$ cat src/rtl/fuzz_sched_if.sv
`timescale 1ns/1ps
`default_nettype none
// ============================================================================
// Module   : fuzz_sched_if
// Purpose  : Request, config, fuzzifier and result bundle of fuzz_sched.
// Revision : 1.0 - initial release
// ============================================================================
interface fuzz_sched_if #(
    parameter int N_CH = 2,
    parameter int CW   = (N_CH <= 2) ? 1 : $clog2(N_CH)
);
    logic [N_CH-1:0]   req_valid;
    logic [8*N_CH-1:0] req_x;
    logic [N_CH-1:0]   req_ready;
    logic              cfg_we;
    logic [CW-1:0]     cfg_ch;
    logic [3:0]        cfg_idx;
    logic [7:0]        cfg_data;
    logic              cfg_commit;
    logic              cfg_err;
    logic [7:0]        fz_x;
    logic [95:0]       fz_par;
    logic [15:0]       fz_mu_neg;
    logic [15:0]       fz_mu_zero;
    logic [15:0]       fz_mu_pos;
    logic              out_valid;
    logic              out_ready;
    logic [CW-1:0]     out_ch;
    logic [15:0]       out_mu_neg;
    logic [15:0]       out_mu_zero;
    logic [15:0]       out_mu_pos;
    logic              busy;

    modport master (
        output req_valid, req_x, cfg_we, cfg_ch, cfg_idx, cfg_data, cfg_commit,
               fz_mu_neg, fz_mu_zero, fz_mu_pos, out_ready,
        input  req_ready, cfg_err, fz_x, fz_par, out_valid, out_ch,
               out_mu_neg, out_mu_zero, out_mu_pos, busy
    );

    modport slave (
        input  req_valid, req_x, cfg_we, cfg_ch, cfg_idx, cfg_data, cfg_commit,
               fz_mu_neg, fz_mu_zero, fz_mu_pos, out_ready,
        output req_ready, cfg_err, fz_x, fz_par, out_valid, out_ch,
               out_mu_neg, out_mu_zero, out_mu_pos, busy
    );
endinterface
`default_nettype wire

$ cat src/rtl/fuzz_sched.sv
`timescale 1ns/1ps
`default_nettype none
// ============================================================================
// Module   : fuzz_sched
// Purpose  : Round-robin time-multiplexer for one shared fuzzifier with
//            double-buffered per-channel membership-function parameters.
// Revision : 1.0 - initial release
// ============================================================================
module fuzz_sched #(
    parameter int N_CH = 2,
    parameter int CW   = (N_CH <= 2) ? 1 : $clog2(N_CH)
) (
    input  logic        clk,
    input  logic        rst_n,
    fuzz_sched_if.slave bus
);

    localparam logic [1:0]  c_st_idle = 2'd0;
    localparam logic [1:0]  c_st_eval = 2'd1;
    localparam logic [1:0]  c_st_hold = 2'd2;
    // idx 0 at LSB: neg(-128,-64,-32,0) zero(-16,0,0,16) pos(0,32,64,127)
    localparam logic [95:0] c_def_par = 96'h7F_40_20_00_10_00_00_F0_00_E0_C0_80;

    logic [1:0]    r_state;
    logic          r_started;
    logic          r_commit_pend;
    logic          r_wr_err;
    logic          r_out_valid;
    logic [CW-1:0] r_rr_ptr;
    logic [CW-1:0] r_ch;
    logic [CW-1:0] r_out_ch;
    logic [7:0]    r_fz_x;
    logic [95:0]   r_fz_par;
    logic [15:0]   r_out_mu_neg;
    logic [15:0]   r_out_mu_zero;
    logic [15:0]   r_out_mu_pos;
    logic [95:0]   r_shadow [N_CH];
    logic [95:0]   r_active [N_CH];

    logic [CW-1:0] w_gidx;
    logic          w_found;
    logic          w_grant;
    logic          w_apply;
    logic          w_bank_ok;
    logic          w_cfg_ok;
    logic          w_cfg_wr;

    function automatic logic [15:0] f_clamp(input logic [15:0] v);
        return (v > 16'h7FFF) ? 16'h7FFF : v;
    endfunction

    assign w_cfg_ok = (bus.cfg_idx <= 4'd11) && (int'(bus.cfg_ch) < N_CH);
    assign w_cfg_wr = bus.cfg_we && w_cfg_ok;
    assign w_apply  = (r_state == c_st_idle) && r_commit_pend;
    assign w_grant  = (r_state == c_st_idle) && r_started && !r_commit_pend && w_found;

    always_comb begin
        w_found = 1'b0;
        w_gidx  = '0;
        for (int k = 0; k < N_CH; k++) begin
            if (!w_found && bus.req_valid[(int'(r_rr_ptr) + k) % N_CH]) begin
                w_found = 1'b1;
                w_gidx  = CW'((int'(r_rr_ptr) + k) % N_CH);
            end
        end
    end

    // Every MF of every channel must be ordered a<=b<=c<=d (signed) to commit.
    always_comb begin
        w_bank_ok = 1'b1;
        for (int ch = 0; ch < N_CH; ch++) begin
            for (int m = 0; m < 3; m++) begin
                if (($signed(r_shadow[ch][32*m +: 8])      > $signed(r_shadow[ch][32*m + 8 +: 8]))  ||
                    ($signed(r_shadow[ch][32*m + 8 +: 8])  > $signed(r_shadow[ch][32*m + 16 +: 8])) ||
                    ($signed(r_shadow[ch][32*m + 16 +: 8]) > $signed(r_shadow[ch][32*m + 24 +: 8])))
                    w_bank_ok = 1'b0;
            end
        end
    end

    always_comb begin
        bus.req_ready = '0;
        if (w_grant)
            bus.req_ready[w_gidx] = 1'b1;
    end

    always_ff @(posedge clk or negedge rst_n) begin
        if (!rst_n) begin
            for (int ch = 0; ch < N_CH; ch++) begin
                r_shadow[ch] <= c_def_par;
                r_active[ch] <= c_def_par;
            end
        end else begin
            if (w_cfg_wr)
                r_shadow[bus.cfg_ch][8*bus.cfg_idx +: 8] <= bus.cfg_data;
            if (w_apply && w_bank_ok)
                r_active <= r_shadow;
        end
    end

    always_ff @(posedge clk or negedge rst_n) begin
        if (!rst_n) begin
            r_state       <= c_st_idle;
            r_started     <= 1'b0;
            r_commit_pend <= 1'b0;
            r_wr_err      <= 1'b0;
            r_rr_ptr      <= '0;
            r_ch          <= '0;
            r_fz_x        <= '0;
            r_fz_par      <= '0;
            r_out_valid   <= 1'b0;
            r_out_ch      <= '0;
            r_out_mu_neg  <= '0;
            r_out_mu_zero <= '0;
            r_out_mu_pos  <= '0;
        end else begin
            r_started <= 1'b1;
            r_wr_err  <= bus.cfg_we && !w_cfg_ok;
            if (bus.cfg_commit)
                r_commit_pend <= 1'b1;
            else if (w_apply)
                r_commit_pend <= 1'b0;

            case (r_state)
                c_st_idle: begin
                    if (w_grant) begin
                        r_ch     <= w_gidx;
                        r_fz_x   <= bus.req_x[8*w_gidx +: 8];
                        r_fz_par <= r_active[w_gidx];
                        r_rr_ptr <= (int'(w_gidx) == N_CH - 1) ? '0 : w_gidx + 1'b1;
                        r_state  <= c_st_eval;
                    end
                end
                c_st_eval: begin
                    r_out_mu_neg  <= f_clamp(bus.fz_mu_neg);
                    r_out_mu_zero <= f_clamp(bus.fz_mu_zero);
                    r_out_mu_pos  <= f_clamp(bus.fz_mu_pos);
                    r_out_ch      <= r_ch;
                    r_out_valid   <= 1'b1;
                    r_state       <= c_st_hold;
                end
                c_st_hold: begin
                    if (bus.out_ready) begin
                        r_out_valid <= 1'b0;
                        r_state     <= c_st_idle;
                    end
                end
                default: r_state <= c_st_idle;
            endcase
        end
    end

    // A rejected commit is reported in the very cycle it is evaluated.
    assign bus.cfg_err     = r_wr_err | (w_apply & ~w_bank_ok);
    assign bus.fz_x        = r_fz_x;
    assign bus.fz_par      = r_fz_par;
    assign bus.out_valid   = r_out_valid;
    assign bus.out_ch      = r_out_ch;
    assign bus.out_mu_neg  = r_out_mu_neg;
    assign bus.out_mu_zero = r_out_mu_zero;
    assign bus.out_mu_pos  = r_out_mu_pos;
    assign bus.busy        = (r_state != c_st_idle);

endmodule
`default_nettype wire

$ cat src/flat_wrapper.sv
// flat-port wrapper written by rule: the top's interface ports become plain ports
module fuzz_sched_flat 
#(
    parameter int N_CH = 2,
    parameter int CW   = (N_CH <= 2) ? 1 : $clog2(N_CH)
)
  (clk, rst_n, bus_req_valid, bus_req_x, bus_cfg_we, bus_cfg_ch, bus_cfg_idx, bus_cfg_data, bus_cfg_commit, bus_fz_mu_neg, bus_fz_mu_zero, bus_fz_mu_pos, bus_out_ready, bus_req_ready, bus_cfg_err, bus_fz_x, bus_fz_par, bus_out_valid, bus_out_ch, bus_out_mu_neg, bus_out_mu_zero, bus_out_mu_pos, bus_busy);
  fuzz_sched_if #(.N_CH(N_CH), .CW(CW)) bus_i ();
  input  logic clk;
  input  logic rst_n;
  input wire logic [$bits(bus_i.req_valid)-1:0] bus_req_valid;
  input wire logic [$bits(bus_i.req_x)-1:0] bus_req_x;
  input wire logic [$bits(bus_i.cfg_we)-1:0] bus_cfg_we;
  input wire logic [$bits(bus_i.cfg_ch)-1:0] bus_cfg_ch;
  input wire logic [$bits(bus_i.cfg_idx)-1:0] bus_cfg_idx;
  input wire logic [$bits(bus_i.cfg_data)-1:0] bus_cfg_data;
  input wire logic [$bits(bus_i.cfg_commit)-1:0] bus_cfg_commit;
  input wire logic [$bits(bus_i.fz_mu_neg)-1:0] bus_fz_mu_neg;
  input wire logic [$bits(bus_i.fz_mu_zero)-1:0] bus_fz_mu_zero;
  input wire logic [$bits(bus_i.fz_mu_pos)-1:0] bus_fz_mu_pos;
  input wire logic [$bits(bus_i.out_ready)-1:0] bus_out_ready;
  output wire logic [$bits(bus_i.req_ready)-1:0] bus_req_ready;
  output wire logic [$bits(bus_i.cfg_err)-1:0] bus_cfg_err;
  output wire logic [$bits(bus_i.fz_x)-1:0] bus_fz_x;
  output wire logic [$bits(bus_i.fz_par)-1:0] bus_fz_par;
  output wire logic [$bits(bus_i.out_valid)-1:0] bus_out_valid;
  output wire logic [$bits(bus_i.out_ch)-1:0] bus_out_ch;
  output wire logic [$bits(bus_i.out_mu_neg)-1:0] bus_out_mu_neg;
  output wire logic [$bits(bus_i.out_mu_zero)-1:0] bus_out_mu_zero;
  output wire logic [$bits(bus_i.out_mu_pos)-1:0] bus_out_mu_pos;
  output wire logic [$bits(bus_i.busy)-1:0] bus_busy;
  assign bus_i.req_valid = bus_req_valid;
  assign bus_i.req_x = bus_req_x;
  assign bus_i.cfg_we = bus_cfg_we;
  assign bus_i.cfg_ch = bus_cfg_ch;
  assign bus_i.cfg_idx = bus_cfg_idx;
  assign bus_i.cfg_data = bus_cfg_data;
  assign bus_i.cfg_commit = bus_cfg_commit;
  assign bus_i.fz_mu_neg = bus_fz_mu_neg;
  assign bus_i.fz_mu_zero = bus_fz_mu_zero;
  assign bus_i.fz_mu_pos = bus_fz_mu_pos;
  assign bus_i.out_ready = bus_out_ready;
  assign bus_req_ready = bus_i.req_ready;
  assign bus_cfg_err = bus_i.cfg_err;
  assign bus_fz_x = bus_i.fz_x;
  assign bus_fz_par = bus_i.fz_par;
  assign bus_out_valid = bus_i.out_valid;
  assign bus_out_ch = bus_i.out_ch;
  assign bus_out_mu_neg = bus_i.out_mu_neg;
  assign bus_out_mu_zero = bus_i.out_mu_zero;
  assign bus_out_mu_pos = bus_i.out_mu_pos;
  assign bus_busy = bus_i.busy;
  fuzz_sched #(.N_CH(N_CH), .CW(CW)) u_core (.clk(clk), .rst_n(rst_n), .bus(bus_i));
endmodule
$ cat config.mk
export PLATFORM = sky130hd
export DESIGN_NAME = fuzz_sched_flat
export DESIGN_NICKNAME = d
export VERILOG_FILES = /design/src/rtl/fuzz_sched_if.sv /design/src/rtl/fuzz_sched.sv /design/src/flat_wrapper.sv
export SDC_FILE = /design/constraint.sdc
export NUM_CORES = 1
export LEC_CHECK = 0
export CORE_AREA = 2 2 242 244
export DETAILED_ROUTE_END_ITERATION = 8
export DIE_AREA = 0 0 244 246
export PLACE_DENSITY = 0.67
export REMOVE_ABC_BUFFERS = 1
export SLEW_MARGIN = 20
export SYNTH_ARGS = -nofsm -noshare
export SYNTH_HDL_FRONTEND = slang
export SYNTH_SLANG_ARGS = --single-unit
$ cat constraint.sdc
create_clock -name clk -period 2.89 [get_ports clk]
set_input_delay 0.578 -clock clk [delete_from_list [all_inputs] [get_ports clk]]
set_output_delay 0.578 -clock clk [all_outputs]
set_load 0.005 [all_outputs]
# Word level (Yosys, flattened, before mapping)
# Index checks and enable logic that the tools add are counted.
classes:
  muxes: 35
  add_sub_neg: 3
  n_eq_ne: 4
  shift: 3
  n_lt_le_gt_ge: 29
  bitwise: 6
  reduce_logical: 32
ops:
  columns: ["op", "n"]
  rows:
  - ["two-way mux 96 bit", 4]
  - ["bitwise mux 192 bit", 1]
  - ["> comparator 8 bit", 18]
  - ["demux 96 bit (select 1 bit)", 1]
  - ["variable shift 8 x 34 -> 96 bit (first input constant)", 1]
  - ["indexed part select 8 x 34 -> 96 bit", 1]
  - ["> comparator 16 x 15 -> 1 bit (second input constant)", 3]
  - ["two-way mux 16 bit", 3]
  - ["negator 7 -> 34 bit", 1]
  - ["two-way mux 1 bit", 20]
  - ["indexed part select 16 x 5 -> 8 bit", 1]
  - ["logical OR 1 bit", 12]
  - ["logical AND 1 bit", 10]
  - ["two-way mux 2 bit", 3]
  - ["one-hot mux 2 bit (3 select lines)", 1]
  - ["AND reduction 2 bit", 3]
  - ["nonzero test 2 bit", 3]
  - [">= comparator 2 bit (second input constant)", 2]
  - ["<= comparator 4 bit (second input constant)", 1]
  - ["< comparator 1 x 2 -> 1 bit (second input constant)", 2]
  - ["NOT 1 -> 2 bit", 2]
  - ["zero test 1 bit", 3]
  - ["< comparator 2 x 3 -> 1 bit (second input constant)", 1]
  - ["adder 1 bit (second input constant)", 2]
  - ["other kinds (13)", 13]
totals:
  regBits: 545
  output_inout_bits: 158

# Longest topological paths before layout
# Gate-level depths: netlist of run 1.
depth:
  ltp_word: 12
  depth_mapped: 11
  ltp_nobuf: 9

# Worst setup path after synthesis of run 1
# OpenSTA, ideal clock, no wires.
synth_path:
  path_kind: "reg-to-reg"
  startpoint: "reg u_core.r_shadow[111] (netlist bit)"
  endpoint: "reg u_core.r_active[0] (netlist bit)"
  synth_period_minus_slack_ps: 2828
  arrival_ps: 2702
  path_stages_with_launch: 12
  required_time_ps: 2765
  path_buffers: 2
  path_slack_ps: 62
  cell_sequence: "dfstp_2 -> inv_1 -> ha_1 -> nand4_1 -> o32ai_1 -> o21ba_1 -> a2111oi_2 -> and4_1 -> nand4bb_1 -> buf_4 -> buf_6 -> mux2_4"
synth_via:
  elab_chain_len: 10
synth_rtl:
  columns: ["item", "line", "source"]
  rows:
  - ["from (decl)", "fuzz_sched.sv:37", "logic [95:0] r_shadow [N_CH];"]
  - ["from (signal, indexed assignment)", "fuzz_sched.sv:90", "r_shadow[ch] <= c_def_par;"]
  - ["from (signal, indexed assignment)", "fuzz_sched.sv:95", "r_shadow[bus.cfg_ch][8*bus.cfg_idx +: 8] <= bus.cfg_data;"]
  - ["> comparator 8 bit (on tied branches)", "fuzz_sched.sv:73, fuzz_sched.sv:74", null]
  - ["logical OR 1 bit *", "fuzz_sched.sv:73", "if (($signed(r_shadow[ch][32*m +: 8]) > $signed(r_shadow[ch][32*m + 8 +: 8])) ||"]
  - ["logical OR 1 bit *", "fuzz_sched.sv:74", "($signed(r_shadow[ch][32*m + 8 +: 8]) > $signed(r_shadow[ch][32*m + 16 +: 8])) ||"]
  - ["two-way mux 1 bit * (6 in a row)", "fuzz_sched.sv:73", null]
  - ["logical AND 1 bit *", "fuzz_sched.sv:96", "if (w_apply && w_bank_ok)"]
  - ["to (signal, indexed assignment)", "fuzz_sched.sv:91", "r_active[ch] <= c_def_par;"]
  - ["to (signal assigned)", "fuzz_sched.sv:97", "r_active <= r_shadow;"]
  - ["to (decl)", "fuzz_sched.sv:38", "logic [95:0] r_active [N_CH];"]
# Mark *: on every way between the ends. The rest lies on a longest branch, timed or not.
# A chain may end at the register's enable or synchronous reset.

# Worst setup path in the final report of run 1
layout_path:
  startpoint: "reg u_core.r_shadow[83] (netlist bit)"
  endpoint: "out bus_cfg_err"
layout_via:
  elab_chain_len: 7
layout_rtl:
  columns: ["item", "line", "source"]
  rows:
  - ["> comparator 8 bit", "fuzz_sched.sv:74", null]
  - ["logical OR 1 bit", "fuzz_sched.sv:73", null]
  - ["logical OR 1 bit *", "fuzz_sched.sv:74", null]
  - ["two-way mux 1 bit *", "fuzz_sched.sv:73", null]
  - ["NOT 1 bit *", "fuzz_sched.sv:154", "assign bus.cfg_err = r_wr_err | (w_apply & ~w_bank_ok);"]
  - ["AND 1 bit *", "fuzz_sched.sv:154", null]
  - ["bitwise OR 1 bit *", "fuzz_sched.sv:154", null]
  - ["to (decl)", "flat_wrapper.sv:23", "output wire logic [$bits(bus_i.cfg_err)-1:0] bus_cfg_err;"]
# Marks and branches as above.

==> results of run 1 <==
==> worst min path at each step <==
stage                                            startpoint                           endpoint  slack [ps]
after CTS                 u_core.bus.fz_par[60]$_DFFE_PN0P_  u_core.bus.fz_par[60]$_DFFE_PN0P_         480
after floorplan                                       rst_n   u_core.bus.fz_par[0]$_DFFE_PN0P_         280
final                               u_core.r_ch$_DFFE_PN0P_            u_core.r_ch$_DFFE_PN0P_         480
after detailed placement            u_core.r_ch$_DFFE_PN0P_            u_core.r_ch$_DFFE_PN0P_         470
after global placement              u_core.r_ch$_DFFE_PN0P_            u_core.r_ch$_DFFE_PN0P_         460
after global routing      u_core.bus.fz_par[16]$_DFFE_PN0P_  u_core.bus.fz_par[16]$_DFFE_PN0P_         500
==> critical path: cells and delay by family, from the launching register on <==
kind | cells | cell delay (ps)
flops | 1 | 450
simple gates | 3 | 670
buf+inv | 2 | 300
compound gates | 4 | 830
fa+ha+maj | 1 | 260
==> power by group through the flow <==
stage	sequential (mW)	combinational, mW	clock [mW]
final	8.97	5.47	8.06
after global routing	9.04	5.97	8.52
after CTS	8.95	5.35	8.21
after detailed placement	9.08	5.18	0
after global placement	9.04	5.03	0
after floorplan	8.98	2.40	0
==> repair_timing <==
item / in CTS / in global routing
gates resized for setup: 150 / 12
setup endpoints to repair: 193 / 194
endpoints found under the hold margin: 35 / 0
hold buffers: 1 / 0
setup buffers: 21 / 7
cloned: 27 / 0
pin swaps: 9 / 2
==> layout by cell type (no fill, tap or decap), types with 12 or more instances in the layout <==
master	instances
dfrtp_1	461
buf_4	323
nand2_1	322
o21ai_0	304
clkdlybuf4s50_1	239
mux2_4	178
inv_1	175
ha_1	143
mux2i_1	121
dfstp_2	80
nor2_1	78
clkbuf_16	57
nand3_1	54
mux2_2	47
buf_16	31
a21oi_1	29
buf_12	28
nand4_1	17
clkbuf_8	16
a21o_1	14
and2_1	12
==> logic make-up (layout without fill, tap and decap cells) <==
logic type | after synthesis | after routing | share of synthesized area (%)
AND/OR/NAND/NOR | 547 | 547 | 9.31
other | 1 | 1 | 0.0146
XOR/XNOR | 2 | 2 | 0.0684
adder cells (fa/ha/maj) | 146 | 146 | 7.13
flip-flops | 545 | 545 | 53.6
AO/OA/AOI/OAI | 410 | 410 | 8.88
multiplexers | 349 | 349 | 16.2
buffers and inverters | 285 | 909 | 4.74
==> routing by layer <==
metal	vias up	part of all wire, %
met5	-	0
met4	0	3.6
met3	169	6.0
met2	602	48
met1	9673	43
li1	9065	-
==> sequential cells by signal, indices dropped and copies added, names as in the netlist <==
name / flops
u_core.r_rr_ptr: 1
u_core.r_ch: 1
u_core.bus.out_mu_zero: 16
u_core.bus.out_mu_pos: 16
u_core.r_shadow: 192
u_core.bus.fz_x: 8
u_core.bus.out_valid: 1
u_core.r_active: 192
u_core.bus.out_ch: 1
u_core.r_wr_err: 1
u_core.r_commit_pend: 1
u_core.bus.fz_par: 96
u_core.r_started: 1
u_core.bus.out_mu_neg: 16
u_core.r_state: 2
==> stage by stage <==
stage | hold slack, ps | setup WS [ps]
after floorplan | 282 | -9530
after global placement | 461 | -617
after detailed placement | 469 | -734
after CTS | 483 | -869
after global routing | 503 | -982
final | 475 | -819
==> area by class of cell <==
class	instances	area [um2]	area share (%)
clock inverters	21	387	1.11
well taps	765	957	2.74
clock buffers	80	1670	4.79
flip-flops and latches	545	13700	39.3
inverters	178	668	1.91
multi-input cells	1455	11200	32.0
repair buffers	630	6340	18.2
==> flow_metrics.tcl, run 1 <==
set metrics [dict create \
    finClkSkew_ps 17.0 \
    dp.final_hpwl_mm 52.7 \
    drv_cap 0 \
    gp_routability_congestion 0.956 \
    die_y_um 246 \
    cell_type_with_the_largest_total_area_after_synthesis "dfrtp_1" \
    ys_async_sr_fraction_pct 100 \
    dpl.cell_count 3521 \
    criticalPathCategory "flip-flop to output port" \
    vias_per_cell 5.31 \
    critical_path.cell_chain "inv_1 > ha_1 > and3_1 > o21ai_0 > a32oi_2 > a2111oi_4 > and4_1 > nor4bb_4 > o21bai_2 > buf_2" \
    synth_seq_area_share_pct 53.6 \
    grt_setup_unrepaired "yes" \
    cpPeakStageDelay_ps 450 \
    finish.utilization_pct 60.9 \
    power-per-cell-area_mw_per_mm2 644 \
    drt_pre_antenna_iters 5 \
    cts.htree.levels 2 \
    hold-path-cell-count 1 \
    outcome "complete, but fails checks" \
    finalPower_mw 22.5 \
    worst_r2r_startpoint "u_core.r_shadow[131]$_DFFE_PN0P_" \
    cts.reportedPaths.clkPinSlew_ps 60 \
    port_buffers 241 \
    leftover_overflow_at_the_end_of_global_routing 0 \
    finalWorstPathRequiredPeriod_ps 3710 \
    mappedNetlistArea_mm2 0.0256 \
    grt_usage_pct 25.4 \
    route.antenna.remaining_nets 0 \
    route.vias.total 19509 \
    syn_to_final_growth_pct 36.4 \
    grt_antenna_before_repair 0 \
    synth-seq-cells 545 \
    violations "negative setup slack" \
    yosysMostFrequentCell "dfrtp_1" \
    synth_area_leaders "dfrtp_1 45%, dfstp_2 8.2%, ha_1 7.1%, o21ai_0 6.0%, mux2_4 5.9%" \
    timing.rr.end "u_core.r_active[73]$_DFFE_PN0P_" \
    p_clk_share_pct 35.8 \
    ios 242 \
    drt-initial-drc-count 1242 \
    ys.flop_type "dfrtp_1" \
    cts_sinks 545 \
    tritoncts "done" \
    routed_wire_length_per_instance_um 20.6 \
    drive_gt1_share_pct 28.4 \
    nFillCells 4544 \
    grt_first_pass_wirelength_mm 118 \
    clock_insertion_delay_worst_skew_ps 610 \
    final_cells 3674 \
    grt_start_max_net_pins 119 \
    worst_slew_margin_rel_pct 44.4 \
    setup-tns-final_ps -59810 \
    global_route_track_usage_on_met1_pct 33.6 \
    worstPathRequired_ps 2310 \
    global_route.peak_usage_layer "met2" \
    max_root_sink_buffers 3 \
    combinationalPowerShare_pct 24.3 \
    cts_inserted_buffers 57 \
    yosysWarningCount 0 \
    initial_core_util_pct 44.7 \
    gr-usage-met2_pct 42.1 \
    switching_share_pct 27.8 \
    rrSetupSlack_ps -380 \
    detail_route.drc_violations 0 \
    crit_fanout 4 \
    min_period_over_period_pct 128 \
    syn_inst 2285 \
    core.rowCount 88 \
    internal_power_contribution_mw 16.2 \
    timing_worst_slew_pin_value_ps 835 \
    nNetsFinal 3097 \
    maxSlewViolCount 0 \
    dieWidth_um 244 \
    place_area_mm2 0.0313 \
    critical_path_arrival_ps 3130 \
    timing.critical_path.to_type "output port" \
    globalRouteMet3Util_pct 4.42 \
    worstSetupStartpoint "u_core.r_shadow[83]$_DFFE_PN0P_" \
    post_synth_num_cell_types 63 \
    critPathCapture "bus_cfg_err" \
    leading_post_synthesis_cells_by_instance_count "465 x dfrtp_1, 322 x nand2_1, 305 x o21ai_0" \
    timing.hold.worst.class "flip-flop to flip-flop" \
    worst_r2r_path_depth 14 \
    setup_viol_count_final 193 \
    finalWirelength_mm 75.6 \
    synth_top_cell_area_share_pct 45.4 \
    die_area_mm2 0.0600 \
    avgSynthCellArea_um2 11.2 \
    synth_enable_flop_cells 0 \
    irDropWorstVdd_mv 0.449 \
    sequential_fraction_of_design_power_pct 39.9 \
    hold_violations 0 \
    netSwitchingPower_mw 6.25 \
    layout_setup_ws_ps -819 \
    power.static_leakage_nw 17.2 \
    worst_path_max_delay_cell "dfrtp_2" \
    fp.coreArea_mm2 0.0574 \
    startpoint_type "flip-flop" \
    fmax_mhz 270 \
    final_area_mm2 0.0349 \
    clockRootBuffer "clkbuf_16" \
    first_global_vias 20255 \
    antenna_cells_inserted 0 \
]
Power figures use the tool's default switching activity.
==> inputs of run 2 (changes only) <==
Settings changed: ABC_AREA from default to 1, CORE_AREA 2 2 242 244 to 2 2 243 245, DIE_AREA 0 0 244 246 to 0 0 245 247.
==> flow_metrics.tcl, run 2 <==
set metrics [dict create \
    clockRootBuffer "clkbuf_16" \
    vias_per_cell 5.06 \
    synth_seq_area_share_pct 53.3 \
    grt_first_pass_wirelength_mm 120 \
    hold_violations 0 \
    grt_antenna_before_repair 4 \
    grt_usage_pct 25.1 \
    min_period_over_period_pct 115 \
    netSwitchingPower_mw 6.04 \
    cts_inserted_buffers 58 \
    switching_share_pct 28.7 \
    timing.rr.end "u_core.r_active[46]$_DFFE_PN0P_" \
    power-per-cell-area_mw_per_mm2 630 \
    die_area_mm2 0.0605 \
    violations "negative setup slack" \
    finalPower_mw 21.0 \
    preCtsSetupSlack_ps -176 \
    met1_length_mm 33.2 \
    worst_path_max_delay_cell "dfstp_2" \
    syn_to_final_growth_pct 29.7 \
    sequential_fraction_of_design_power_pct 41.7 \
    timing_worst_slew_pin_value_ps 768 \
    post_synth_num_cell_types 37 \
    synth_area_leaders "dfrtp_1 45%, nand2_1 18%, dfstp_2 8.2%, ha_1 7.1%, nand3_1 7.0%" \
    criticalPathCategory "flip-flop to output port" \
    dp.final_hpwl_mm 54.2 \
    detail_route.drc_violations 0 \
    cts.reportedPaths.clkPinSlew_ps 70 \
    gp_routability_congestion 0.926 \
    max_root_sink_buffers 3 \
    dieWidth_um 245 \
    cpPeakStageDelay_ps 540 \
    route.vias.total 22148 \
    yosysMostFrequentCell "nand2_1" \
    fp.coreArea_mm2 0.0582 \
    initial_core_util_pct 44.2 \
    maxSlewViolCount 0 \
    finalWirelength_mm 75.4 \
    leftover_overflow_at_the_end_of_global_routing 0 \
    synth-seq-cells 545 \
    yosysWarningCount 0 \
    synth_enable_flop_cells 0 \
    irDropWorstVdd_mv 0.470 \
    most-common-layout-cells "1183 x nand2_1, 463 x dfrtp_1, 355 x nand3_1" \
    place_area_mm2 0.0310 \
    setup_viol_count_final 128 \
    worst_r2r_startpoint "u_core.r_shadow[117]$_DFFE_PN1P_" \
    ys.flop_type "dfrtp_1" \
    clock_insertion_delay_worst_skew_ps 630 \
    cts_sinks 545 \
    worstPathRequired_ps 2310 \
    final_area_mm2 0.0334 \
    worst_r2r_path_depth 16 \
    mappedNetlistArea_mm2 0.0258 \
    area_of_combinational_cells_with_multiple_inputs_mm2 0.0108 \
    leading_post_synthesis_cells_by_instance_count "1201 x nand2_1, 465 x dfrtp_1, 362 x nand3_1" \
    drt_pre_antenna_iters 5 \
    route.antenna.remaining_nets 0 \
    dr_wl_met2_mm 35.6 \
    critical_path_arrival_ps 2750 \
    sequential_cell_area_mm2 0.0137 \
    startpoint_type "flip-flop" \
    worst_slew_margin_rel_pct 48.8 \
    ys_async_sr_fraction_pct 100 \
    grt_setup_unrepaired "yes" \
    final_cells 4376 \
    p_clk_share_pct 36.0 \
    internal_power_contribution_mw 15.0 \
    cts.htree.levels 2 \
    mostFrequentLayoutCell "nand2_1" \
    dpl.cell_count 4257 \
    port_buffers 241 \
    first_global_vias 21777 \
    power.static_leakage_nw 16.7 \
    die_y_um 247 \
    crit_fanout 2 \
    critical_path.cell_chain "buf_4 > ha_1 > a21oi_2 > nor2_1 > nor2_1 > nand3_1 > nand3_1 > nand2_1 > nor2_2 > nand2_2 > nor2_4 > o21bai_1 > buf_2" \
    layout_setup_ws_ps -433 \
    routed_wire_length_per_instance_um 17.2 \
    combinationalPowerShare_pct 22.3 \
    nNetsFinal 3781 \
    fmax_mhz 301 \
    rrSetupSlack_ps -140 \
    cell_type_with_the_largest_total_area_after_synthesis "dfrtp_1" \
    nFillCells 5265 \
    finClkSkew_ps 22.7 \
    outcome "complete, but fails checks" \
    drt-initial-drc-count 1599 \
    avgSynthCellArea_um2 8.32 \
    synth_top_cell_area_share_pct 45.2 \
    drive_gt1_share_pct 15.8 \
    ios 242 \
    met3WireLength_mm 4.60 \
    syn_inst 3094 \
    finalWorstPathRequiredPeriod_ps 3320 \
    grt_start_max_net_pins 147 \
    top_signal_layer_used "met5" \
    core.rowCount 89 \
    drv_cap 0 \
    tritoncts "done" \
    timing.hold.worst.class "input port to asynchronous set/reset pin" \
    timing.critical_path.to_type "output port" \
]
[run 2: repair_timing]
action / CTS / global route
hold buffers: 1 / 0
hold endpoints to repair: 27 / 0
resized for setup: 24 / 54
pin swaps: 13 / 29
setup buffers: 2 / 4
setup endpoints to repair: 149 / 194
[run 2: final cells by class]
class	instances	area share, %
Antenna cell	3	0.0225
Clock buffer	92	5.25
Clock inverter	17	0.584
Inverter	280	3.15
Multi-Input combinational cell	2129	32.3
Sequential cell	545	41.1
Tap cell	773	2.89
Timing Repair Buffer	537	14.7
[run 2: metal layers]
layer | up-vias | track usage (%)
li1 | 10817 | -
met1 | 10596 | 33.7
met2 | 610 | 41.3
met3 | 123 | 4.42
met4 | 2 | 7.94
met5 | - | 0
[run 2: logic make-up after synthesis]
logic type / Yosys count / share of synthesized area [%]
simple gates: 1699 / 27.3
flops: 545 / 53.3
buf+inv: 420 / 6.40
compound gates: 278 / 5.60
fa+ha+maj: 146 / 7.09
mux: 4 / 0.170
other cells: 1 / 0.0146
xor+xnor: 1 / 0.0632
[run 2: worst max path at each step]
stage | slack (ps) | startpoint | to
after global routing | -510 | u_core.r_shadow[117]$_DFFE_PN1P_ | bus_cfg_err
after detailed placement | -180 | u_core.r_shadow[21]$_DFFE_PN1P_ | bus_cfg_err
after global placement | -140 | u_core.r_shadow[111]$_DFFE_PN1P_ | bus_cfg_err
final | -430 | u_core.r_shadow[117]$_DFFE_PN1P_ | bus_cfg_err
after CTS | -420 | u_core.r_shadow[189]$_DFFE_PN1P_ | bus_cfg_err
after floorplan | -10790 | u_core.r_shadow[189]$_DFFE_PN1P_ | u_core.r_active[0]$_DFFE_PN0P_
[run 2: critical path, delay by kind of cell (launching register included)]
kind            cells  cell delay, ps
buf+inv             2             250
compound gates      2             260
flops               1             540
fa+ha+maj           1             250
simple gates        8             830
[run 2: stage by stage]
step	hold slack, ps	TNS, ps	util [%]
global placement	451	-870	53.2
CTS	441	-421	56.8
finish	458	-6820	57.4
floorplan	282	-2349450	-
global route	473	-20960	57.4
detailed placement	453	-3620	53.2
[run 2: power groups by stage]
stage	Sequential [mW]	Clock, mW	Combinational (mW)
final	8.78	7.58	4.69
after global routing	8.86	8.03	5.23
after CTS	8.76	7.72	4.53
after detailed placement	8.89	0	4.44
after global placement	8.87	0	4.37
after floorplan	8.84	0	2.01
